--- src/rtl/fp_pkg.sv ---
// Shared definitions for the sequential floating-point divider.
//   state_t        : divider control FSM states
//   FLAG_*         : bit positions inside the 4-bit {nv, dz, of, uf} flag vector
//   fp_bias()      : exponent bias for a given exponent width
//   fp_canon_nan() : canonical quiet NaN (sign 0, exp all ones, mantissa MSB only)
package fp_pkg;

    typedef enum logic [1:0] {
        IDLE   = 2'd0,
        DIVIDE = 2'd1,
        NORM   = 2'd2,
        DONE   = 2'd3
    } state_t;

    localparam int FLAG_NV = 3;
    localparam int FLAG_DZ = 2;
    localparam int FLAG_OF = 1;
    localparam int FLAG_UF = 0;

    function automatic int fp_bias(input int exp_w);
        return (1 << (exp_w - 1)) - 1;
    endfunction

    // Returned in a wide vector; callers truncate to their word width.
    function automatic logic [63:0] fp_canon_nan(input int exp_w, input int man_w);
        logic [63:0] ones;
        ones = (64'd1 << exp_w) - 64'd1;
        return (ones << man_w) | (64'd1 << (man_w - 1));
    endfunction

endpackage

--- src/rtl/fp_div_mant_iter.sv ---
// Iterative restoring radix-2 significand divider.
// Ports:
//   clk, rst_n : clock, asynchronous active-low reset
//   load       : capture dividend/divisor significands (1.man form), clear quotient
//   step       : produce one quotient bit (MSB first)
//   dividend   : 1.man_a, MAN_W+1 bits
//   divisor    : 1.man_b, MAN_W+1 bits
//   quot       : accumulated quotient bits, first bit produced is the integer bit
//   rem_nz     : partial remainder is nonzero (feeds the rounding sticky bit)
module fp_div_mant_iter
    import fp_pkg::*;
#(
    parameter int MAN_W = 7
) (
    input  logic             clk,
    input  logic             rst_n,
    input  logic             load,
    input  logic             step,
    input  logic [MAN_W:0]   dividend,
    input  logic [MAN_W:0]   divisor,
    output logic [MAN_W+2:0] quot,
    output logic             rem_nz
);

    // The partial remainder stays below twice the divisor, so one bit of
    // headroom above the significand width is sufficient.
    localparam int RW = MAN_W + 2;

    logic [RW-1:0]    rem_reg;
    logic [RW-1:0]    dvs_reg;
    logic [MAN_W+2:0] quot_reg;
    logic             ge;
    logic [RW-1:0]    rem_sel;

    assign ge      = (rem_reg >= dvs_reg);
    assign rem_sel = ge ? (rem_reg - dvs_reg) : rem_reg;

    always_ff @(posedge clk or negedge rst_n) begin
        if (!rst_n) begin
            rem_reg  <= '0;
            dvs_reg  <= '0;
            quot_reg <= '0;
        end else if (load) begin
            rem_reg  <= {1'b0, dividend};
            dvs_reg  <= {1'b0, divisor};
            quot_reg <= '0;
        end else if (step) begin
            quot_reg <= {quot_reg[MAN_W+1:0], ge};
            // rem_sel < divisor here, so its top bit is always zero.
            rem_reg  <= {rem_sel[RW-2:0], 1'b0};
        end
    end

    assign quot   = quot_reg;
    assign rem_nz = |rem_reg;

endmodule

--- src/rtl/fp_div_seq.sv ---
// Sequential IEEE-style floating-point divider (bfloat16 at default parameters).
// Fixed latency for every operand pair, including special cases.
// Ports:
//   clk, rst_n          : clock, asynchronous active-low reset
//   in_valid / in_ready : operand handshake; in_ready only while IDLE
//   a, b                : dividend and divisor {sign, exp, man}
//   out_valid/out_ready : result handshake; result held in DONE until accepted
//   result              : quotient a/b (0 outside DONE)
//   flags               : {nv, dz, of, uf} (0 outside DONE)
module fp_div_seq
    import fp_pkg::*;
#(
    parameter int EXP_W = 8,
    parameter int MAN_W = 7
) (
    input  logic                 clk,
    input  logic                 rst_n,
    input  logic                 in_valid,
    output logic                 in_ready,
    input  logic [EXP_W+MAN_W:0] a,
    input  logic [EXP_W+MAN_W:0] b,
    output logic                 out_valid,
    input  logic                 out_ready,
    output logic [EXP_W+MAN_W:0] result,
    output logic [3:0]           flags
);

    localparam int W     = 1 + EXP_W + MAN_W;
    localparam int EW    = EXP_W + 2;
    localparam int STEPS = MAN_W + 3;
    localparam int CW    = $clog2(STEPS);

    localparam logic [W-1:0]         NAN_VAL = W'(fp_canon_nan(EXP_W, MAN_W));
    localparam logic signed [EW-1:0] BIAS_E  = EW'(fp_bias(EXP_W));
    localparam logic signed [EW-1:0] E_MAX   = EW'((1 << EXP_W) - 1);

    state_t            state_reg, state_next;
    logic [CW-1:0]     cnt_reg;
    logic [W-1:0]      a_reg, b_reg;
    logic [W-1:0]      res_reg, res_next;
    logic [3:0]        flags_reg, flags_next;
    logic              accept;
    logic              last_step;

    logic [MAN_W+2:0]  quot;
    logic              rem_nz;

    assign accept    = in_valid && (state_reg == IDLE);
    assign last_step = (cnt_reg == CW'(STEPS - 1));

    // Significand divider is loaded straight from the ports on the accept
    // edge so the first quotient bit is produced in the first DIVIDE cycle.
    fp_div_mant_iter #(
        .MAN_W (MAN_W)
    ) u_iter (
        .clk      (clk),
        .rst_n    (rst_n),
        .load     (accept),
        .step     (state_reg == DIVIDE),
        .dividend ({1'b1, a[MAN_W-1:0]}),
        .divisor  ({1'b1, b[MAN_W-1:0]}),
        .quot     (quot),
        .rem_nz   (rem_nz)
    );

    // ---------------- control FSM ----------------
    always_ff @(posedge clk or negedge rst_n) begin
        if (!rst_n) begin
            state_reg <= IDLE;
            cnt_reg   <= '0;
            a_reg     <= '0;
            b_reg     <= '0;
            res_reg   <= '0;
            flags_reg <= '0;
        end else begin
            state_reg <= state_next;
            if (accept) begin
                a_reg   <= a;
                b_reg   <= b;
                cnt_reg <= '0;
            end else if (state_reg == DIVIDE) begin
                cnt_reg <= cnt_reg + CW'(1);
            end
            if (state_reg == NORM) begin
                res_reg   <= res_next;
                flags_reg <= flags_next;
            end
        end
    end

    always_comb begin
        state_next = state_reg;
        in_ready   = 1'b0;
        out_valid  = 1'b0;
        case (state_reg)
            IDLE: begin
                in_ready = 1'b1;
                if (in_valid) state_next = DIVIDE;
            end
            DIVIDE: if (last_step) state_next = NORM;
            NORM:   state_next = DONE;
            DONE: begin
                out_valid = 1'b1;
                if (out_ready) state_next = IDLE;
            end
            default: state_next = IDLE;
        endcase
    end

    assign result = (state_reg == DONE) ? res_reg : '0;
    assign flags  = (state_reg == DONE) ? flags_reg : '0;

    // ---------------- normalise / round / specials ----------------
    logic [EXP_W-1:0]  ea, eb;
    logic [MAN_W-1:0]  ma, mb;
    logic              sign_q;
    logic              a_zero, b_zero, a_inf, b_inf, a_nan, b_nan;
    logic [MAN_W-1:0]  mant;
    logic              guard, sticky, round_up;
    logic [MAN_W:0]    mant_rnd;
    logic signed [EW-1:0] e_base, e_fin;
    logic [W-1:0]      inf_val, zero_val;

    assign {ea, ma} = a_reg[W-2:0];
    assign {eb, mb} = b_reg[W-2:0];
    assign sign_q   = a_reg[W-1] ^ b_reg[W-1];

    // Exponent field 0 is zero regardless of mantissa (subnormals flushed).
    assign a_zero = (ea == '0);
    assign b_zero = (eb == '0);
    assign a_inf  = (&ea) && (ma == '0);
    assign b_inf  = (&eb) && (mb == '0);
    assign a_nan  = (&ea) && (ma != '0);
    assign b_nan  = (&eb) && (mb != '0);

    assign inf_val  = {sign_q, {EXP_W{1'b1}}, {MAN_W{1'b0}}};
    assign zero_val = {sign_q, {(W-1){1'b0}}};

    // Quotient lies in (0.5, 2): when the integer bit is 0 the leading one
    // is the next bit and the kept field shifts down by one.
    always_comb begin
        if (quot[MAN_W+2]) begin
            mant   = quot[MAN_W+1:2];
            guard  = quot[1];
            sticky = quot[0] | rem_nz;
        end else begin
            mant   = quot[MAN_W:1];
            guard  = quot[0];
            sticky = rem_nz;
        end
    end

    assign round_up = guard & (sticky | mant[0]);
    assign mant_rnd = {1'b0, mant} + {{MAN_W{1'b0}}, round_up};

    assign e_base = $signed({2'b00, ea}) - $signed({2'b00, eb}) + BIAS_E
                    - $signed({{(EW-1){1'b0}}, ~quot[MAN_W+2]});
    // A rounding carry out of the mantissa leaves the field at zero and
    // bumps the exponent.
    assign e_fin  = e_base + $signed({{(EW-1){1'b0}}, mant_rnd[MAN_W]});

    always_comb begin
        res_next   = {sign_q, e_fin[EXP_W-1:0], mant_rnd[MAN_W-1:0]};
        flags_next = '0;
        if (a_nan || b_nan || (a_inf && b_inf) || (a_zero && b_zero)) begin
            res_next            = NAN_VAL;
            flags_next[FLAG_NV] = 1'b1;
        end else if (a_inf) begin
            res_next = inf_val;
        end else if (b_inf) begin
            res_next = zero_val;
        end else if (b_zero) begin
            res_next            = inf_val;
            flags_next[FLAG_DZ] = 1'b1;
        end else if (a_zero) begin
            res_next = zero_val;
        end else if (e_fin >= E_MAX) begin
            res_next            = inf_val;
            flags_next[FLAG_OF] = 1'b1;
        end else if (e_fin[EW-1] || (e_fin == '0)) begin
            res_next            = zero_val;
            flags_next[FLAG_UF] = 1'b1;
        end
    end

endmodule

--- config.mk ---
export PLATFORM = sky130hd
export DESIGN_NAME = fp_div_seq
export DESIGN_NICKNAME = d
export VERILOG_FILES = /design/src/rtl/fp_pkg.sv /design/src/rtl/fp_div_mant_iter.sv /design/src/rtl/fp_div_seq.sv
export SDC_FILE = /design/constraint.sdc
export NUM_CORES = 1
export LEC_CHECK = 0
export CAP_MARGIN = 40
export CORE_MARGIN = 2
export CORE_UTILIZATION = 35
export CTS_BUF_LIST = sky130_fd_sc_hd__clkbuf_4
export CTS_CLUSTER_DIAMETER = 150
export CTS_CLUSTER_SIZE = 10
export DETAILED_ROUTE_END_ITERATION = 8
export GPL_TIMING_DRIVEN = 0
export PLACE_DENSITY = 0.53
export RECOVER_POWER = 25
export SYNTH_ARGS = -nofsm -noshare
export SYNTH_HDL_FRONTEND = slang
export SYNTH_SLANG_ARGS = --single-unit
export TNS_END_PERCENT = 10
--- constraint.sdc ---
create_clock -name clk -period 4.6 [get_ports clk]
set_input_delay 0.92 -clock clk [delete_from_list [all_inputs] [get_ports clk]]
set_output_delay 0.92 -clock clk [all_outputs]
set_load 0.01 [all_outputs]
Word-level counts from Yosys, hierarchy flattened
Cells that the tools add are included.
W data, S select, Z words.
- flip-flop bits (word level): 85
- logic and storage cells: 89
- bitwise gates (word level): 5
- magnitude comparators: 2
- muxes and demuxes: 35
- eq/ne operators: 7
- reduce and logical (&&, ||, !) cells: 24
- $add $sub $neg: 7
- operators by type and width (operator ; number):
    $mux W15 ; 6
    $mux W16 ; 2
    $mux W10 ; 2
    $mux W9 ; 2
    $logic_not A8 Y1 ; 2
    $reduce_and A8 Y1 ; 2
    $logic_not A7 Y1 ; 2
    $reduce_bool A7 Y1 ; 2
    $mux W4 ; 3
    $add A10 B2 Y10 ; 1
    $add A9 B8 Y10 const B ; 1
    $ge A10 B9 Y1 const B ; 1
    $logic_not A10 Y1 ; 1
    $mux W2 ; 5
    $sub A10 B2 Y10 ; 1
    $ge A9 B8 Y1 ; 1
    $mux W1 ; 9
    $mux W3 ; 3
    $reduce_or A9 Y1 ; 1
    $sub A8 B8 Y9 ; 1
    $add A7 B1 Y8 ; 1
    $mux W8 ; 1
    $pmux W2 S4 ; 1
    $sub A8 B8 Y8 ; 1
    15 further kinds ; 28

Logic depth before layout (Yosys ltp)
Gate-level depths: netlist (run 1).
- depth in word-level cells: 16
- depth in mapped cells: 19
- gate-level depth less buffers: 18

By module
Synthesis (run 1) repeated with hierarchy kept, for this count alone.
- cell total of the unflattened synthesis: 538
- area total of the unflattened synthesis: 5261.3 um^2
- by module, submodules not included (module ; times used ; seq. area each (um^2) ; cells each ; area each (um^2)):
    fp_div_seq ; 1 ; 1451.4 ; 382 ; 3719.8
    fp_div_mant_iter ; 1 ; 675.6 ; 156 ; 1541.5

Worst setup path before layout (run 1)
OpenSTA, ideal clock, no wires.
- kind: register to register
- start point: register u_iter.quot_reg[9] (netlist: u_iter.quot[9])
- end point: register res_reg[10]
- cell stages (with the launch flop): 20
- arrival time: 3.775 ns
- clock period less this slack: 3.848 ns
- setup slack: 0.752 ns
- setup time: 0.073 ns
- path through: dfrtp_1 > clkbuf_1 > nand2b_1 > a21boi_0 > nand3b_1 > nor3b_1 > and3_1 > fa_1 > ha_1 > inv_1 > fa_1 > nor2b_1 > o21a_1 > nor2_1 > xnor2_1 > nand2_1 > nor4_1 > a31oi_4 > o31a_4 > a21oi_2
- word-level cells in the longest chain between the ends: 14
- RTL lines (element ; RTL line ; source):
    from (decl) ; fp_div_mant_iter.sv:31 ; logic [MAN_W+2:0] quot_reg;
    from (signal assigned) ; fp_div_mant_iter.sv:48 ; quot_reg <= {quot_reg[MAN_W+1:0], ge};
    $mux W1 or $mux W7 (tied branches) ; fp_div_seq.sv:142 ; if (quot[MAN_W+2]) begin
    $or A1 B1 Y1 ; fp_div_seq.sv:153 ; assign round_up = guard & (sticky | mant[0]);
    $and A1 B1 Y1 ; fp_div_seq.sv:153 ;
    $add A7 B1 Y8 ; fp_div_seq.sv:154 ; assign mant_rnd = {1'b0, mant} + {{MAN_W{1'b0}}, round_up};
    $add A10 B2 Y10 * ; fp_div_seq.sv:160 ; assign e_fin = e_base + $signed({{(EW-1){1'b0}}, mant_rnd[MAN_W]});
    parallel branches: the longest is 3 deep, another holds $ge A10 B9 Y1 ; n/a ;
    $mux W15 * ; fp_div_seq.sv:177 ; end else if (e_fin >= E_MAX) begin
    $mux W15 * ; fp_div_seq.sv:175 ; end else if (a_zero) begin
    $mux W15 * ; fp_div_seq.sv:172 ; end else if (b_zero) begin
    $mux W15 * ; fp_div_seq.sv:170 ; end else if (b_inf) begin
    $mux W15 * ; fp_div_seq.sv:168 ; end else if (a_inf) begin
    $mux W16 * ; fp_div_seq.sv:165 ; if (a_nan || b_nan || (a_inf && b_inf) || (a_zero && b_zero)) begin
    to (signal assigned) ; fp_div_seq.sv:85 ; res_reg <= res_next;
    to (decl) ; fp_div_seq.sv:40 ; logic [W-1:0] res_reg, res_next;
Every way passes the cells marked *.
A chain may end at the register's enable or synchronous reset.

Worst setup path after layout (run 1)
- start point: register u_iter.quot_reg[9] (netlist: u_iter.quot[9])
- end point: register res_reg[9]
The elaborated chain is that of the path after synthesis.

==> flow_metrics.py, run 1 <==
metrics = {
    "outcome": {
        "outcome": "finished with violations",
        "failed_checks": "capacitance limit, slew limit",
    },
    "worst_setup_path": {
        "crit_chain": "clkbuf_2 > nand2b_1 > a21boi_0 > nand3b_1 > nor3b_2 > and3_1 > fa_1 > ha_1 > inv_1 > fa_1 > nor2b_1 > o21a_1 > nor2_1 > nor2b_1 > a21oi_1 > xnor2_2 > a31oi_4 > o31a_4 > a21oi_2",
        "max_stage_delay_ns": 0.42,
        "critPathRequiredTime_ns": 4.98,
        "critPathArrivalTime_ns": 4.57,
        "cp_max_fo": 9,
        "r2r_start": "u_iter.quot[9]",
        "slowest_stage": "dfrtp_1",
        "crit_path_end_kind": "flip-flop",
        "criticalPathCategory": "flip-flop to flip-flop",
        "critPathLaunch": "u_iter.quot[9]",
        "startpoint_type": "flip-flop",
    },
    "route": {
        "drtIter0Drc": 223,
        "viasPerCell": 5.015,
        "route.detailed.drc": 0,
        "vias": 4072,
        "drtAntennaViolNets": 0,
        "dr.pass1.iters": 4,
        "wire_per_inst_um": 14.84,
        "wirelength_um": 12050,
    },
    "yosys": {
        "syn-mean-instance-area_sq_um": 8.823,
        "yosysWarnings": 0,
        "synth_flop_cell": "dfrtp_1",
        "ys_ff_latch": 78,
        "synthArstFlopShare_pct": 100.0,
        "synthDistinctLibCells": 59,
        "synth_cells": 558,
        "synth-seq-area-share_pct": 39.64,
        "synth_area_sq_um": 4923,
        "syn_nets": 628,
        "synth-edff-count": 0,
    },
    "cts": {
        "clock_latency_ns": 0.45,
        "cts_buffers": 9,
        "cts.sinks": 78,
        "max-clock-path-buffers": 2,
        "cts_root_buf": "clkbuf_4",
        "path_clk_slew_ns": 0.13,
        "h-tree-depth": 3,
        "cts_tree": "done",
        "cts_hold_buf": 0,
    },
    "sta": {
        "post-route-period-util_pct": 91.11,
        "hold_viol_final": 0,
        "fmaxAchievable_mhz": 238.6,
        "slew_headroom_pct": -60.14,
        "rsz0062_at_grt": "false",
        "fin_skew_ns": 0.02352,
        "slew_violations": 55,
        "post-route-min-period_ns": 4.191,
        "worst_slew_pin_slew_ns": 2.402,
        "setup_violations": 0,
    },
    "floorplanning": {
        "io_pins": 58,
        "die_y_um": 122.6,
        "start_util_pct": 35.61,
        "dieArea_sq_um": 15030,
        "fp.dieW_um": 122.6,
        "rows": 43,
        "core_area_sq_um": 13830,
    },
    "cells_and_area": {
        "antenna_cells": 0,
        "drive_gt1_share_pct": 6.171,
        "final_cells": 812,
        "area_growth_pct": 19.29,
        "nets": 698,
    },
    "grt": {
        "grt_pass1_vias": 4084,
        "grt_pass1_wl_um": 20330,
        "grt_usage_pct": 17.46,
        "grt_max_degree": 55,
        "antenna_found_initial": 0,
        "overflow": 0,
    },
    "hold_path": {
        "min_from": "u_iter.dvs_reg[7]",
        "hold_class": "flip-flop to flip-flop",
    },
    "placed_design": {
        "dp.cells": 796,
        "io_buffers": 57,
        "gp_congestion": 0.8197,
        "dp_hpwl_um": 9458,
    },
    "job": {
        "maxCapViolCount": 1,
    },
}
-- cell usage in the layout, fill, tap and decap left out, drive strengths merged, types with 10 or more instances in the layout --
cell type | synthesis | final
a21oi | 23 | 23
and2 | 21 | 21
clkbuf | 19 | 31
clkdlybuf4s50 | 0 | 56
dfrtp | 78 | 78
ha | 30 | 30
inv | 46 | 46
mux2i | 14 | 14
nand2 | 92 | 92
nand4 | 10 | 10
nor2 | 32 | 32
nor2b | 10 | 10
o21ai | 56 | 56
xnor2 | 11 | 11
xor2 | 12 | 12
-- worst max-delay path: cells and delay by family, from the launching register on --
family	cells	cell delay, ns
simple gates	7	1.28
compound gates	6	1.09
fa+ha+maj	3	0.73
flops	1	0.42
xor+xnor	1	0.33
buf+inv	2	0.24
-- Yosys cell counts (5+ instances only) --
cell,n,area (sq um)
nand2b_1,9,56.30
clkbuf_1,19,71.32
and2_1,21,131.4
mux2i_1,14,140.1
nand2_1,92,345.3
xnor2_1,9,78.83
nand4_1,10,62.56
nor3_1,5,25.02
dfrtp_1,78,1952
nor4_1,8,50.05
nor2_1,32,120.1
inv_1,46,172.7
xor2_1,12,105.1
o21ai_0,56,280.3
ha_1,30,375.4
nand3b_1,5,37.54
nor2b_1,10,62.56
a21oi_1,17,85.08
o21a_1,6,45.04
a21o_1,7,52.55
o22ai_1,8,50.05
a21oi_2,6,52.55
-- stage by stage --
| stage | hold slack (ns) | worst slack [ns] | utilization, % | area, sq um | TNS (ns) |
|---|---|---|---|---|---|
| after floorplan | 0.4181 | 0.7519 | - | 4923 | 0 |
| after global placement | 0.4381 | -0.2922 | 41.36 | 5719 | -22.36 |
| after detailed placement | 0.4368 | 0.1144 | 41.54 | 5744 | 0 |
| after CTS | 0.3494 | 0.05522 | 42.32 | 5852 | 0 |
| after global routing | 0.4727 | 0.05714 | 42.48 | 5873 | 0 |
| final | 0.4664 | 0.4089 | 42.48 | 5873 | 0 |
-- cells by family after synthesis --
| logic type | count (synthesis) | synth area share (%) |
|---|---|---|
| mux | 17 | 3.532 |
| fa+ha+maj | 34 | 9.250 |
| flops | 78 | 39.64 |
| xor+xnor | 23 | 4.625 |
| simple gates | 209 | 20.53 |
| compound gates | 130 | 17.31 |
| buf+inv | 67 | 5.108 |
-- layer usage --
layer  vias up  GRT usage, %  part of all wire [%]
met5         -             0                     0
li1       2047             -                     -
met1      1947         23.24                    49
met4         0         4.957                   1.0
met3         9         3.439                   3.3
met2        69         28.89                    47
-- area by class of cell --
| type | count | area, sq um |
|---|---|---|
| inverters | 46 | 172.7 |
| clock buffers | 11 | 82.58 |
| clock inverters | 4 | 25.02 |
| well taps | 180 | 225.2 |
| flip-flops and latches | 78 | 1952 |
| repair buffers | 59 | 584.3 |
| plain buffers | 21 | 80.08 |
| multi-input cells | 413 | 2751 |
| fillers | 1387 | 7954 |
-- path summary, 6_finish.rpt --
check	to	slack, ns	depth (start not counted)
min in group asynchronous	u_iter.rem_reg[2]	0.77	1
max in group asynchronous	cnt_reg[2]	0.78	2
hold / removal	u_iter.dvs_reg[7]	0.47	2
setup reg to reg	res_reg[9]	0.41	19
hold reg to reg	u_iter.dvs_reg[7]	0.47	2
setup / recovery	res_reg[9]	0.41	19
-- repair_timing --
| item | CTS | global route |
|---|---|---|
| setup endpoints to repair | 0 | 16 |
| buffers inserted | 0 | 1 |
| hold endpoints to repair | 0 | 0 |
| resized for setup | 0 | 8 |
Power of run 1 is not shown: default switching activity piles up to over one toggle a cycle in this logic, so the estimate is an artifact.
==> inputs of run 2 (changes only) <==
- CELL_PAD_IN_SITES_DETAIL_PLACEMENT: default -> 1
- CELL_PAD_IN_SITES_GLOBAL_PLACEMENT: default -> 1
- PLACE_DENSITY: 0.53 -> 0.65
- SYNTH_HIERARCHICAL: default -> 1
==> flow_metrics.py, run 2 <==
metrics = {
    "outcome": {
        "outcome": "finished with violations",
        "failed_checks": "capacitance limit, slew limit",
    },
    "worst_setup_path": {
        "criticalPathCategory": "flip-flop to flip-flop",
        "critPathRequiredTime_ns": 4.97,
        "startpoint_type": "flip-flop",
        "cp_max_fo": 8,
        "critPathArrivalTime_ns": 4.78,
        "crit_path_end_kind": "flip-flop",
    },
    "sta": {
        "setup_violations": 0,
        "fin_skew_ns": 0.01515,
        "post-route-period-util_pct": 95.93,
        "setup_ws_ns": 0.1872,
        "slew_violations": 31,
        "slew_headroom_pct": -6.482,
        "hold_viol_final": 0,
        "post-route-min-period_ns": 4.413,
        "fmaxAchievable_mhz": 226.6,
        "worst_slew_pin_slew_ns": 1.597,
    },
    "route": {
        "wire_per_inst_um": 16.78,
        "viasPerCell": 5.219,
        "dr.pass1.iters": 4,
        "vias": 4175,
        "wl_met3_um": 439,
        "route.detailed.drc": 0,
        "met1_length_um": 6584,
        "drtAntennaViolNets": 0,
        "route.met2.wl_um": 6249,
        "highest_layer": "met4",
        "wirelength_um": 13420,
        "drtIter0Drc": 133,
    },
    "cts": {
        "cts_tree": "done",
        "cts_root_buf": "clkbuf_4",
        "cts_buffers": 9,
        "h-tree-depth": 3,
        "clock_latency_ns": 0.47,
        "path_clk_slew_ns": 0.14,
        "cts_hold_buf": 0,
        "max-clock-path-buffers": 2,
        "cts.sinks": 85,
    },
    "job": {
        "maxCapViolCount": 1,
    },
    "grt": {
        "antenna_found_initial": 0,
        "grt_pass1_vias": 4410,
        "grt_usage_pct": 17.42,
        "grt_max_degree": 57,
        "grt_pass1_wl_um": 22310,
        "overflow": 0,
    },
    "cells_and_area": {
        "layout.cells.most_common_list": "85 x dfrtp_1, 56 x clkdlybuf4s50_1, 48 x inv_1, 32 x nand2_1, 32 x nor2_1",
        "drive_gt1_share_pct": 11.36,
        "final_common_cell": "dfrtp_1",
        "area_growth_pct": 19.00,
        "antenna_cells": 0,
        "nets": 681,
    },
    "yosys": {
        "yosysWarnings": 6,
        "synth_cells": 538,
        "synthSimpleGateAreaFrac_pct": 17.05,
        "synth_area_sq_um": 5261,
        "synth-seq-area-share_pct": 40.43,
        "synth_compound_area_share_pct": 14.86,
        "synthDistinctLibCells": 63,
        "synth_area_leader_cell": "dfrtp_1",
        "synthMuxAreaShare_pct": 9.988,
        "synth_top_family_by_area": "simple AND/OR/NAND/NOR gates",
        "synthAdderAreaFrac_pct": 8.656,
        "ys_ff_latch": 85,
        "synth_xor_area_share_pct": 3.995,
        "synthArstFlopShare_pct": 100.0,
        "yosys-top-cells-count": "85 x dfrtp_1, 48 x inv_1, 32 x nand2_1, 32 x nor2_1, 30 x ha_1",
        "synthTopCellsByArea": "dfrtp_1 40%, ha_1 7.1%, mux2_2 6.0%",
        "syn-mean-instance-area_sq_um": 9.779,
        "synth-edff-count": 0,
        "synth.most_common_cell": "dfrtp_1",
        "synth_flop_cell": "dfrtp_1",
        "synth_top_area_share_pct": 40.43,
    },
    "floorplanning": {
        "core_area_sq_um": 14590,
        "start_util_pct": 36.06,
        "io_pins": 58,
        "die_y_um": 126.6,
        "rows": 44,
        "dieArea_sq_um": 16030,
        "fp.dieW_um": 126.6,
    },
    "placed_design": {
        "io_buffers": 57,
        "gp_congestion": 0.7850,
        "dp_hpwl_um": 10670,
        "dp_slack_ns": -0.3315,
    },
    "hold_path": {
        "hold_class": "flip-flop to flip-flop",
    },
}
## run 2: critical path, stage by stage, from the launching register on
cell,delay (ns)
dfrtp_1,0.38
buf_4,0.17
mux2_2,0.36
nand3b_1,0.14
nor3b_2,0.08
and3_4,0.19
fa_1,0.39
ha_1,0.21
inv_1,0.07
fa_1,0.20
nor2b_1,0.06
o21a_1,0.18
or3_1,0.36
and4_1,0.23
nor4b_1,0.14
o221a_2,0.28
or4_1,0.46
buf_2,0.19
o221a_1,0.25
## run 2: worst paths after layout
check | start | depth (start not counted) | slack, ns | endpoint
max | u_iter/quot[9] | 18 | 0.19 | res_reg[12]
min | flags_reg[3] | 1 | 0.50 | flags_reg[3]
max reg2reg | u_iter/quot[9] | 18 | 0.19 | res_reg[12]
min reg2reg | flags_reg[3] | 1 | 0.50 | flags_reg[3]
max in group asynchronous | rst_n | 2 | 1.66 | u_iter/quot[7]
min in group asynchronous | rst_n | 1 | 0.83 | a_reg[2]
## run 2: routing by layer
| layer | track usage (%) | vias to the layer above |
|---|---|---|
| met5 | 0 | - |
| li1 | - | 2051 |
| met1 | 23.68 | 2055 |
| met2 | 28.66 | 59 |
| met4 | 4.783 | 0 |
| met3 | 3.163 | 10 |
## run 2: what timing repair did
| action | in CTS | in global routing |
|---|---|---|
| pin swaps | 0 | 1 |
| endpoints found under the hold margin | 0 | 0 |
| endpoints found under the setup margin | 16 | 16 |
| setup buffers | 1 | 3 |
| gates resized for setup | 6 | 7 |
## run 2: final cells by class
cell class,instances,area (sq um)
clock inverters,7,66.31
repair buffers,62,599.3
fillers,1651,8328
inverters,48,180.2
multi-input cells,385,2907
flip-flops and latches,85,2127
clock buffers,9,67.56
plain buffers,20,83.83
well taps,184,230.2
## run 2: kinds of logic after synthesis
logic type | Yosys count
muxes | 49
other | 1
and+or+nand+nor | 166
adders and majority gates | 34
DFF | 85
buffers and inverters | 69
xor gates and xnor gates | 24
AOI/OAI and AO/OA | 110
## run 2: through the flow
stage	hold WS, ns	util, %	setup TNS [ns]	cells	instance area [sq um]
after detailed placement	0.4686	41.75	-4.650	781	6091
after global routing	0.5246	42.92	-0.02137	800	6261
after CTS	0.3641	42.85	0	798	6251
final	0.4955	42.92	0	800	6261
after floorplan	0.4435	-	0	539	5265
after global placement	0.4705	41.58	-44.68	780	6066
Power of run 2 is left out for the same reason.
